===== config.mk =====
export PLATFORM = sky130hd
export DESIGN_NAME = hiaddr_remap_ctrl
export DESIGN_NICKNAME = d
export VERILOG_FILES = /design/src/rtl/hiaddr_remap_pkg.sv /design/src/rtl/host_wait_fsm_m.sv /design/src/rtl/hiaddr_remap_ctrl.sv
export SDC_FILE = /design/constraint.sdc
export NUM_CORES = 1
export LEC_CHECK = 0
export BUFFER_PORTS_ARGS = -buffer_cell sky130_fd_sc_hd__buf_2
export CAP_MARGIN = 10
export CELL_PAD_IN_SITES_DETAIL_PLACEMENT = 1
export CELL_PAD_IN_SITES_GLOBAL_PLACEMENT = 1
export CORE_UTILIZATION = 41
export DETAILED_ROUTE_END_ITERATION = 10
export HOLD_SLACK_MARGIN = 0.02
export PLACE_DENSITY = 0.78
export SYNTH_ARGS = -nofsm -noshare
export SYNTH_HDL_FRONTEND = slang
export SYNTH_HIERARCHICAL = 1
export SYNTH_SLANG_ARGS = --single-unit

===== constraint.sdc =====
create_clock -name clk -period 2.7 [get_ports clk]
set_input_delay 0.405 -clock clk [delete_from_list [all_inputs] [get_ports clk]]
set_output_delay 0.405 -clock clk [all_outputs]
set_load 0.01 [all_outputs]

===== src/rtl/hiaddr_remap_pkg.sv =====
// Shared constants and types for the 65816 high-address remap / host-access controller.
// Register offsets, ctrl bit positions, wait-FSM states and fixed addresses live here.
package hiaddr_remap_pkg;

    localparam logic [3:0] OFF_CTRL     = 4'd0;
    localparam logic [3:0] OFF_STATUS   = 4'd1;
    localparam logic [3:0] OFF_ROM_SLOT = 4'd2;
    localparam logic [3:0] OFF_ROM_TGT  = 4'd3;
    localparam int         OFF_WIN_BASE = 4;

    localparam int CTRL_ROM_EN   = 5;
    localparam int CTRL_BLOCK_WR = 6;
    localparam int CTRL_WAIT_EN  = 7;
    // ctrl bit 4 is reserved and always reads back as zero.
    localparam logic [7:0] CTRL_WR_MASK = 8'hEF;

    localparam int WIN_EN_BIT = 7;

    localparam logic [15:0] PAGEREG_ADDR = 16'hFE30;
    localparam logic [7:0]  BOOT_TGT     = 8'hFE;

    typedef enum logic [1:0] {
        ST_IDLE = 2'd0,
        ST_WAIT = 2'd1,
        ST_DONE = 2'd2
    } wait_state_e;

endpackage


===== src/rtl/host_wait_fsm_m.sv =====
// Host-cycle wait-state handshake: stalls the CPU while the host bus completes,
// with a bounded wait and a one-cycle timeout pulse for the sticky status bit.
module host_wait_fsm_m
    import hiaddr_remap_pkg::*;
#(
    parameter int TIMEOUT = 15
) (
    input  logic clk,
    input  logic resetb,
    input  logic hit,
    input  logic host_ack,
    output logic rdy_o,
    output logic host_req,
    output logic timeout_pulse
);

    localparam int              CW       = $clog2(TIMEOUT);
    localparam logic [CW-1:0]   CNT_LAST = CW'(TIMEOUT - 1);

    wait_state_e     state_q, state_d;
    logic [CW-1:0]   cnt_q, cnt_d;

    always_ff @(posedge clk or negedge resetb) begin
        if (!resetb) begin
            state_q <= ST_IDLE;
            cnt_q   <= '0;
        end else begin
            state_q <= state_d;
            cnt_q   <= cnt_d;
        end
    end

    always_comb begin
        state_d       = state_q;
        cnt_d         = cnt_q;
        rdy_o         = 1'b1;
        host_req      = 1'b0;
        timeout_pulse = 1'b0;
        case (state_q)
            ST_IDLE: begin
                // The stall must take effect in the very cycle the host access appears.
                if (hit) begin
                    rdy_o    = 1'b0;
                    host_req = 1'b1;
                    cnt_d    = '0;
                    state_d  = ST_WAIT;
                end
            end
            ST_WAIT: begin
                rdy_o    = 1'b0;
                host_req = 1'b1;
                cnt_d    = cnt_q + 1'b1;
                if (host_ack) begin
                    state_d = ST_DONE;
                end else if (cnt_q == CNT_LAST) begin
                    timeout_pulse = 1'b1;
                    state_d       = ST_DONE;
                end
            end
            ST_DONE: begin
                state_d = ST_IDLE;
            end
            default: begin
                state_d = ST_IDLE;
            end
        endcase
    end

endmodule


===== src/rtl/hiaddr_remap_ctrl.sv =====
// Memory-map and host-access controller: resolves each 24-bit bus cycle to RAM,
// host bus or the internal register file, and owns the remap/shadow registers.
module hiaddr_remap_ctrl
    import hiaddr_remap_pkg::*;
#(
    parameter int         NWIN      = 4,
    parameter int         RAM_AW    = 19,
    parameter int         PAGEREG_W = 4,
    parameter logic [7:0] REG_BANK  = 8'hBF,
    parameter int         TIMEOUT   = 15,
    parameter int         BOOT_MAP  = 1
) (
    input  logic                 clk,
    input  logic                 resetb,
    input  logic [7:0]           bank,
    input  logic [15:0]          addr,
    input  logic                 rnw,
    input  logic                 vda,
    input  logic                 vpa,
    input  logic                 vpb,
    input  logic                 cpu_e,
    input  logic [7:0]           wdata,
    input  logic                 hs_active,
    input  logic                 host_ack,
    output logic                 ram_ceb,
    output logic [RAM_AW-17:0]   ram_bank,
    output logic                 host_sel,
    output logic                 host_req,
    output logic                 host_wr_ok,
    output logic                 rdy_o,
    output logic                 reg_sel,
    output logic [7:0]           reg_rdata,
    output logic [3:0]           clk_cfg
);

    logic                        valid;
    logic                        win_hit;
    logic                        reg_wr;
    logic                        hit;
    logic                        timeout_pulse;
    logic [7:0]                  eb;
    logic [7:0]                  rdata;

    logic [7:0]                  ctrl_q, ctrl_d;
    logic                        timeout_q, timeout_d;
    logic [PAGEREG_W-1:0]        rom_slot_q, rom_slot_d;
    logic [PAGEREG_W-1:0]        pagereg_q, pagereg_d;
    logic [7:0]                  rom_tgt_q, rom_tgt_d;
    logic [NWIN-1:0]             win_en_q, win_en_d;
    logic [NWIN-1:0][1:0]        win_region_q, win_region_d;
    logic [NWIN-1:0][7:0]        win_tgt_q, win_tgt_d;

    // Effective-bank resolution; earlier rules take priority over later ones.
    always_comb begin
        valid   = vda | vpa;
        reg_sel = 1'b0;
        win_hit = 1'b0;
        eb      = bank;
        if (!vpb && !cpu_e) begin
            eb = 8'hFF;
        end else if (bank == REG_BANK) begin
            reg_sel = 1'b1;
        end else if (bank == 8'h00) begin
            // Scanning downwards leaves the lowest-index matching window in eb.
            for (int i = NWIN - 1; i >= 0; i--) begin
                if (win_en_q[i] && (win_region_q[i] == addr[15:14])) begin
                    win_hit = 1'b1;
                    eb      = win_tgt_q[i];
                end
            end
            if (!win_hit && (addr[15:14] == 2'b10) && ctrl_q[CTRL_ROM_EN] &&
                (pagereg_q == rom_slot_q)) begin
                eb = rom_tgt_q;
            end
        end
        ram_ceb    = !(valid && (eb[7:6] == 2'b11) && !reg_sel);
        ram_bank   = eb[RAM_AW-17:0];
        host_sel   = valid && !eb[7];
        host_wr_ok = !(ctrl_q[CTRL_BLOCK_WR] && !addr[15]);
        clk_cfg    = ctrl_q[3:0];
        hit        = host_sel && hs_active && ctrl_q[CTRL_WAIT_EN];
        reg_wr     = reg_sel && !rnw && vda && rdy_o;
    end

    always_comb begin
        rdata = 8'h00;
        case (addr[3:0])
            OFF_CTRL:     rdata = ctrl_q;
            OFF_STATUS:   rdata = {7'b0, timeout_q};
            OFF_ROM_SLOT: rdata[PAGEREG_W-1:0] = rom_slot_q;
            OFF_ROM_TGT:  rdata = rom_tgt_q;
            default: begin
                for (int i = 0; i < NWIN; i++) begin
                    if (int'(addr[3:0]) == OFF_WIN_BASE + 2 * i)
                        rdata = {win_en_q[i], 5'b0, win_region_q[i]};
                    if (int'(addr[3:0]) == OFF_WIN_BASE + 2 * i + 1)
                        rdata = win_tgt_q[i];
                end
            end
        endcase
        reg_rdata = reg_sel ? rdata : 8'h00;
    end

    always_comb begin
        ctrl_d       = ctrl_q;
        timeout_d    = timeout_q;
        rom_slot_d   = rom_slot_q;
        rom_tgt_d    = rom_tgt_q;
        win_en_d     = win_en_q;
        win_region_d = win_region_q;
        win_tgt_d    = win_tgt_q;
        pagereg_d    = pagereg_q;
        if (reg_wr) begin
            case (addr[3:0])
                OFF_CTRL:     ctrl_d = wdata & CTRL_WR_MASK;
                OFF_STATUS:   if (wdata[0]) timeout_d = 1'b0;
                OFF_ROM_SLOT: rom_slot_d = wdata[PAGEREG_W-1:0];
                OFF_ROM_TGT:  rom_tgt_d = wdata;
                default: begin
                    for (int i = 0; i < NWIN; i++) begin
                        if (int'(addr[3:0]) == OFF_WIN_BASE + 2 * i) begin
                            win_en_d[i]     = wdata[WIN_EN_BIT];
                            win_region_d[i] = wdata[1:0];
                        end
                        if (int'(addr[3:0]) == OFF_WIN_BASE + 2 * i + 1)
                            win_tgt_d[i] = wdata;
                    end
                end
            endcase
        end
        if (timeout_pulse) timeout_d = 1'b1;
        // Snoops the host's ROM-select latch so the shadow follows paged-ROM switches.
        if (valid && !rnw && (eb == 8'h00) && (addr == PAGEREG_ADDR))
            pagereg_d = wdata[PAGEREG_W-1:0];
    end

    always_ff @(posedge clk or negedge resetb) begin
        if (!resetb) begin
            ctrl_q     <= 8'h00;
            timeout_q  <= 1'b0;
            rom_slot_q <= '0;
            rom_tgt_q  <= 8'h00;
            pagereg_q  <= '0;
            for (int i = 0; i < NWIN; i++) begin
                win_en_q[i]     <= (BOOT_MAP != 0) && (i < 2);
                win_region_q[i] <= ((BOOT_MAP != 0) && (i == 1)) ? 2'd1 : 2'd0;
                win_tgt_q[i]    <= ((BOOT_MAP != 0) && (i < 2)) ? BOOT_TGT : 8'h00;
            end
        end else begin
            ctrl_q       <= ctrl_d;
            timeout_q    <= timeout_d;
            rom_slot_q   <= rom_slot_d;
            rom_tgt_q    <= rom_tgt_d;
            pagereg_q    <= pagereg_d;
            win_en_q     <= win_en_d;
            win_region_q <= win_region_d;
            win_tgt_q    <= win_tgt_d;
        end
    end

    host_wait_fsm_m #(
        .TIMEOUT(TIMEOUT)
    ) u_wait (
        .clk           (clk),
        .resetb        (resetb),
        .hit           (hit),
        .host_ack      (host_ack),
        .rdy_o         (rdy_o),
        .host_req      (host_req),
        .timeout_pulse (timeout_pulse)
    );

endmodule


After elaboration in Yosys (flattened, before gate mapping)
Cells that the tools add are included.
- bits in registers: 74
- bits in latches: 0
- RAM bits: 0
- bits in read-only memories: 0
- input port bits: 41
- output and inout port bits: 21
- logic and storage cells: 144
- memories kept: 0
- add/sub/neg operators: 1
- multipliers: 0
- divide/modulo/power cells: 0
- $lt $le $gt $ge: 0
- equal/unequal tests: 24
- shift-type cells: 0
- multiplexer cells: 45
- bitwise gates (word level): 2
- reductions and logical operators: 53
- operators by type and width (operator ; number):
    $mux W8 ; 17
    $eq A4 B4 Y1 const B ; 9
    $reduce_and A3 Y1 ; 9
    $logic_and A1 B1 Y1 ; 20
    $mux W1 ; 18
    $eq A16 B16 Y1 const B ; 1
    $logic_not A8 Y1 ; 2
    $pmux W4 S4 ; 1
    $pmux W4 S3 ; 1
    $reduce_and A2 Y1 ; 5
    $logic_not A1 Y1 ; 9
    $eq A2 B2 Y1 ; 4
    $eq A4 B2 Y1 const B ; 2
    $eq A8 B8 Y1 const B ; 1
    $pmux W4 S2 ; 1
    $reduce_bool A2 Y1 ; 4
    $mux W2 ; 3
    $add A4 B1 Y4 const B ; 1
    $eq A2 B2 Y1 const B ; 2
    $eq A4 B1 Y1 const B ; 1
    $eq A4 B4 Y1 ; 1
    $logic_not A4 Y1 ; 1
    $mux W4 ; 1
    $pmux W1 S2 ; 2
    9 further kinds ; 9

Longest topological paths before layout
- word-level depth: 26
- mapped depth: 16
- depth with buffers taken out: 14

Hierarchy
Netlist, hierarchy kept.
- by module, submodules not included (module ; instances ; cells an instance ; area an instance (um^2) ; sequential area each (um^2)):
    hiaddr_remap_ctrl ; 1 ; 346 ; 3973.8 ; 1722.9
    host_wait_fsm_m ; 1 ; 31 ; 301.5 ; 150.1

Worst setup path after synthesis
No wires, ideal clock.
- kind: input to register
- start point: input addr[14]
- end point: register rom_tgt_q[7]
- library setup time: 0.128 ns
- arrival time: 3.068 ns
- data required time: 2.572 ns
- path slack: -0.496 ns
- stages on the path: 16
- path buffers: 2
- path through: buf_6 xnor2_2 nand3_4 and4_4 buf_6 nand2_2 o2111a_1 nor3_4 and3_1 nor2_1 nor2_2 inv_2 nand4b_1 nor3_1 nand2_1 mux2_1
- word-level cells in the longest chain between the ends: 25
- elaborated cells between the ends (all ways): 36
- those cells by class: 5 x eq/ne; 17 x mux; 14 x reduce/logical
- RTL lines (item ; line ; text):
    from (decl) ; hiaddr_remap_ctrl.sv:16 ; input logic [15:0] addr,
    $eq A2 B2 Y1 ; hiaddr_remap_ctrl.sv:66 ; if (win_en_q[i] && (win_region_q[i] == addr[15:14])) begin
    $logic_and A1 B1 Y1 ; hiaddr_remap_ctrl.sv:66 ;
    $mux W1 (4 in a row) ; hiaddr_remap_ctrl.sv:66 ;
    $mux W1 ; hiaddr_remap_ctrl.sv:63 ; end else if (bank == 8'h00) begin
    $mux W1 ; hiaddr_remap_ctrl.sv:61 ; end else if (bank == REG_BANK) begin
    $mux W1 ; hiaddr_remap_ctrl.sv:59 ; if (!vpb && !cpu_e) begin
    $logic_not A1 Y1 ; hiaddr_remap_ctrl.sv:71 ; if (!win_hit && (addr[15:14] == 2'b10) && ctrl_q[CTRL_ROM_EN] &&
    $logic_and A1 B1 Y1 (3 in a row) ; hiaddr_remap_ctrl.sv:71 ;
    (+6 left out) ; -- ;
    via host_sel ; hiaddr_remap_ctrl.sv:27 ; output logic host_sel,
    $logic_and A1 B1 Y1 (*) (2 in a row) ; hiaddr_remap_ctrl.sv:81 ; hit = host_sel && hs_active && ctrl_q[CTRL_WAIT_EN];
    via hit ; hiaddr_remap_ctrl.sv:39 ; logic hit;
    $mux W1 (*) ; host_wait_fsm_m.sv:42 ; if (hit) begin
    $pmux W1 S2 (*) ; host_wait_fsm_m.sv:39 ; case (state_q)
    via rdy_o ; hiaddr_remap_ctrl.sv:30 ; output logic rdy_o,
    $logic_and A1 B1 Y1 (*) ; hiaddr_remap_ctrl.sv:82 ; reg_wr = reg_sel && !rnw && vda && rdy_o;
    $reduce_and A2 Y1 (no source line) (*) ; -- ;
    to (signal assigned) ; hiaddr_remap_ctrl.sv:153 ; rom_tgt_q <= rom_tgt_d;
    to (decl) ; hiaddr_remap_ctrl.sv:48 ; logic [7:0] rom_tgt_q, rom_tgt_d;
Mark *: on every way through the listed nets, which the timed path passes. The rest lies on a longest branch. The select of a mux whose other input is x is not followed.
A chain may end at the register's enable or synchronous reset.

Final worst setup path
- start point: register pagereg_q[1]
- end point: output ram_bank[0]
- word-level cells in the longest chain between the ends: 6
- RTL lines (item ; line ; text):
    from (decl) ; hiaddr_remap_ctrl.sv:47 ; logic [PAGEREG_W-1:0] pagereg_q, pagereg_d;
    from (signal assigned) ; hiaddr_remap_ctrl.sv:154 ; pagereg_q <= pagereg_d;
    $eq A4 B4 Y1 ; hiaddr_remap_ctrl.sv:72 ; (pagereg_q == rom_slot_q)) begin
    $logic_and A1 B1 Y1 ; hiaddr_remap_ctrl.sv:71 ;
    $mux W8 ; hiaddr_remap_ctrl.sv:71 ;
    $mux W8 ; hiaddr_remap_ctrl.sv:63 ;
    $mux W8 ; hiaddr_remap_ctrl.sv:61 ;
    $mux W8 ; hiaddr_remap_ctrl.sv:59 ;
    to (decl) ; hiaddr_remap_ctrl.sv:26 ; output logic [RAM_AW-17:0] ram_bank,
Every way passes these cells.

==> impl_metrics.csv <==
group,metric,value,unit
outcome,status,"finished, violations left",
outcome,violations,"setup timing",
floorplan,core_area,0.00995,mm²
synth,synth_cells,377,
power_and_ir_drop,p_per_area,356,mW/mm²
finish,nets,549,
synth,syn-num-nets,420,
synth,netlist_area,0.00428,mm²
grt,grt_util_met3,6.77,%
synth,synth_flop_cell,"dfrtp_1",
cts,cts_sinks,74,
route,drc,0,
sta,setup_ws,-345,ps
place,place_congestion,0.943,
floorplan,rows,36,
critical_path,crit_path_top_delay_cell,"nor4_1",
sta,rsz0062_at_grt,"yes",
grt,met1_usage,44.2,%
sta,slew_viol_final,0,
synth,synth-edff-count,0,
critical_path,critPathMaxFanout,6,
synth,synth-seq-cells,74,
cts,htreeDepth,3,
critical_path,rr_startpoint,"pagereg_q[1]",
finish,area_growth,42.5,%
synth,ys_types,62,
critical_path,critPathKind,"reg -> out",
critical_path,endpoint_kind,"primary output",
critical_path,slowest_delay,630,ps
grt,antenna_found_initial,0,
grt,gr-total-overflow,0,
place,place_hpwl,10.9,mm
power_and_ir_drop,leakagePower,3.00,nW
floorplan,chipHeight,104,µm
critical_path,critPathLaunch,"pagereg_q[1]",
critical_path,critPathBufInv,2,
synth,synthArstFlopShare,100,%
route,drt_wl_total,19.3,mm
cts,clockBufferDepth,2,
synth,synth_area_per_cell,11.3,µm²
sta,slew_headroom,48.6,%
route,drt_iter0_markers,539,
grt,grt.total_usage,34.6,%
grt,grt_busiest_layer,"met2",
finish,nFillCells,1028,
power_and_ir_drop,peakVddDrop,0.187,mV
sta,tightest_slew,772,ps
cts,cts_hold_buf,0,
grt,grt_util_met2,54.7,%
sta,clock-skew-final,14.6,ps
route,postRouteAntennaNets,0,
sta,min_period,3040,ps
grt,grt_pass1_wl,27.9,mm
grt,grt_max_degree,75,
critical_path,critPathTopFamily,"simple AND/OR/NAND/NOR gates",
place,dpl_worst_slack,-553,ps
cts,cts_tree,"done",
critical_path,path_cells,"xor2_1, nor3_2, and4_4, buf_4, nor4_1, o31a_1, or3_1, buf_2",
route,avgViaCountPerCell,6.54,
cts,numCtsBuffers,9,
finish,antenna_cells,0,
finish,post-route-util,61.2,%
critical_path,startpoint_type,"register",
sta,setup_viol,75,
critical_path,worstPathArrival,2640,ps
cts,clk_latency,370,ps
sta,fmax,328,MHz
hold_path,hp-class,"in -> async",
place,port_buffers,61,
route,dr.pass1.iters,5,
sta,hold_viol,0,
grt,grt_pass1_vias,4459,
cts,clock-root-buffer,"clkbuf_8",
floorplan,fp.dieArea,0.0108,mm²
finish,drive_gt1_share,59.9,%
route,vias,4214,
route,avgRoutedWirePerCell,30.0,µm
floorplan,ios,62,
sta,holdWs,4.40,ps
critical_path,required,2300,ps
sta,finalCritPeriodShare,113,%
cts,clk_pin_slew,90,ps
synth,ys_warn_count,6,
floorplan,initial_utilization,42.9,%
floorplan,die_w,104,µm
job,drv_cap,0,
synth,synth-seq-area-share,43.8,%
==> stage by stage <==
step,power (mW),setup TNS [ps],cell area (µm²),cells
2_1_floorplan,1.23,-19500,4340,377
3_3_place_gp,1.34,-22870,5150,611
3_5_place_dp,1.35,-32460,5150,611
4_1_cts,2.13,-14950,6010,641
5_1_grt,2.23,-26460,6090,644
6_report,2.17,-21060,6090,644
==> sequential cells by signal, summed over array words and instances, names as in the netlist <==
| signal | cells |
|---|---|
| ctrl_q | 7 |
| pagereg_q | 4 |
| rom_slot_q | 4 |
| rom_tgt_q | 8 |
| timeout_q | 1 |
| u_wait/cnt_q | 4 |
| u_wait/state_q | 2 |
| win_en_q | 4 |
| win_region_q | 8 |
| win_tgt_q | 32 |
==> cell type report <==
cell class                      instances  area, µm²  area share, %
Tap cell                              133        166           2.73
Clock buffer                           13        149           2.44
Clock inverter                          3       15.0          0.246
Multi-Input combinational cell        276       2890           47.5
Inverter                                6       22.5          0.370
Timing Repair Buffer                  139        970           15.9
Sequential cell                        74       1880           30.8
==> layer usage <==
| metal | vias up | wire [µm] |
|---|---|---|
| met3 | 92 | 1570 |
| met2 | 319 | 9100 |
| met5 | - | 0 |
| met4 | 0 | 1050 |
| li1 | 1657 | - |
| met1 | 2146 | 7620 |
==> worst register-to-register path: cells and delay by family, from the launching register on <==
| kind | cells | cell delay (ps) |
|---|---|---|
| buffers and inverters | 3 | 370 |
| XOR/XNOR | 1 | 180 |
| flip-flops | 1 | 420 |
| AO/OA/AOI/OAI | 1 | 190 |
| AND/OR/NAND/NOR | 10 | 1460 |
| multiplexers | 1 | 330 |
==> layout by cell type, fill, tap and decap left out, types with 4 or more instances in the layout <==
cell      netlist  layout
o21ai_0         7       7
mux4_2          6       6
nor2_1         26      19
mux2_4          4      67
nand2_8         0       8
nor2_4          0       7
dfrtp_1        57      55
mux2i_1        11      11
nor4_1          7       6
nand2_4         0       4
a21oi_1        13      12
buf_2           3      56
clkbuf_8        0      10
dfstp_2        17      17
and3_4          1       4
mux2_2         61       5
inv_1           4       4
buf_4           4      70
xnor2_2         2       5
nand3_1        15      12
nand2_1        26      14
a22o_1          6       6
nand4_1         4       4
a221oi_1        4       4
a22oi_1         7       7
buf_6           3      11
==> logic make-up (layout without fill, tap and decap cells) <==
kind of cell               after synthesis  after routing  synth area share [%]
adders and majority gates                2              2                 0.585
AOI/OAI and AO/OA                       60             60                  9.92
xor gates and xnor gates                12             12                  2.81
and+or+nand+nor                        113            113                  14.5
DFF                                     74             74                  43.8
muxes                                   89             89                  25.1
buffers and inverters                   27            161                  3.34
==> where the power goes <==
part           switching (mW)  internal (mW)
Combinational           0.166         0.0972
Sequential            0.00442           1.11
Clock                   0.431          0.356
Total                   0.601           1.57
==> path summary, 6_finish.rpt <==
path | to | slack [ps] | cells past startpoint
worst max-delay path | ram_bank[0] | -340 | 8
worst min-delay path | win_region_q[6] | 4 | 2
worst max register to register | win_tgt_q[8] | -340 | 16
worst min register to register | timeout_q | 510 | 1
max in group asynchronous | win_tgt_q[15] | 2260 | 2
min in group clk | rom_tgt_q[4] | 360 | 2
==> cell usage after synthesis, types with 2 or more instances <==
master | n | area share, %
a211oi_1 | 2 | 0.35
a21o_1 | 2 | 0.35
a21oi_1 | 13 | 1.5
a221oi_1 | 4 | 0.82
a22o_1 | 6 | 1.2
a22oi_1 | 7 | 1.2
a31oi_1 | 2 | 0.29
a32oi_1 | 2 | 0.41
and2_1 | 2 | 0.29
and3_1 | 6 | 0.88
buf_1 | 3 | 0.26
buf_2 | 3 | 0.35
buf_4 | 4 | 0.70
buf_6 | 3 | 0.79
clkbuf_1 | 8 | 0.70
dfrtp_1 | 57 | 33
dfstp_2 | 17 | 10
ha_1 | 2 | 0.59
inv_1 | 4 | 0.35
inv_2 | 2 | 0.18
mux2_1 | 7 | 1.8
mux2_2 | 61 | 16
mux2_4 | 4 | 1.4
mux2i_1 | 11 | 2.6
mux4_2 | 6 | 3.2
nand2_1 | 26 | 2.3
nand3_1 | 15 | 1.8
nand4_1 | 4 | 0.59
nand4b_1 | 2 | 0.41
nor2_1 | 26 | 2.3
nor2_2 | 3 | 0.44
nor3_1 | 5 | 0.59
nor4_1 | 7 | 1.0
o211ai_1 | 3 | 0.53
o21ai_0 | 7 | 0.82
o31ai_1 | 3 | 0.53
or3_1 | 3 | 0.44
or4_1 | 2 | 0.35
xnor2_1 | 6 | 1.2
xnor2_2 | 2 | 0.76
xor2_1 | 4 | 0.82
==> what timing repair did <==
item	4_1_cts	5_1_grt
gates resized for setup	133	12
buffers inserted	17	6
pin swaps	32	22
endpoints found under the setup margin	74	76
Power figures use the tool's default switching activity.
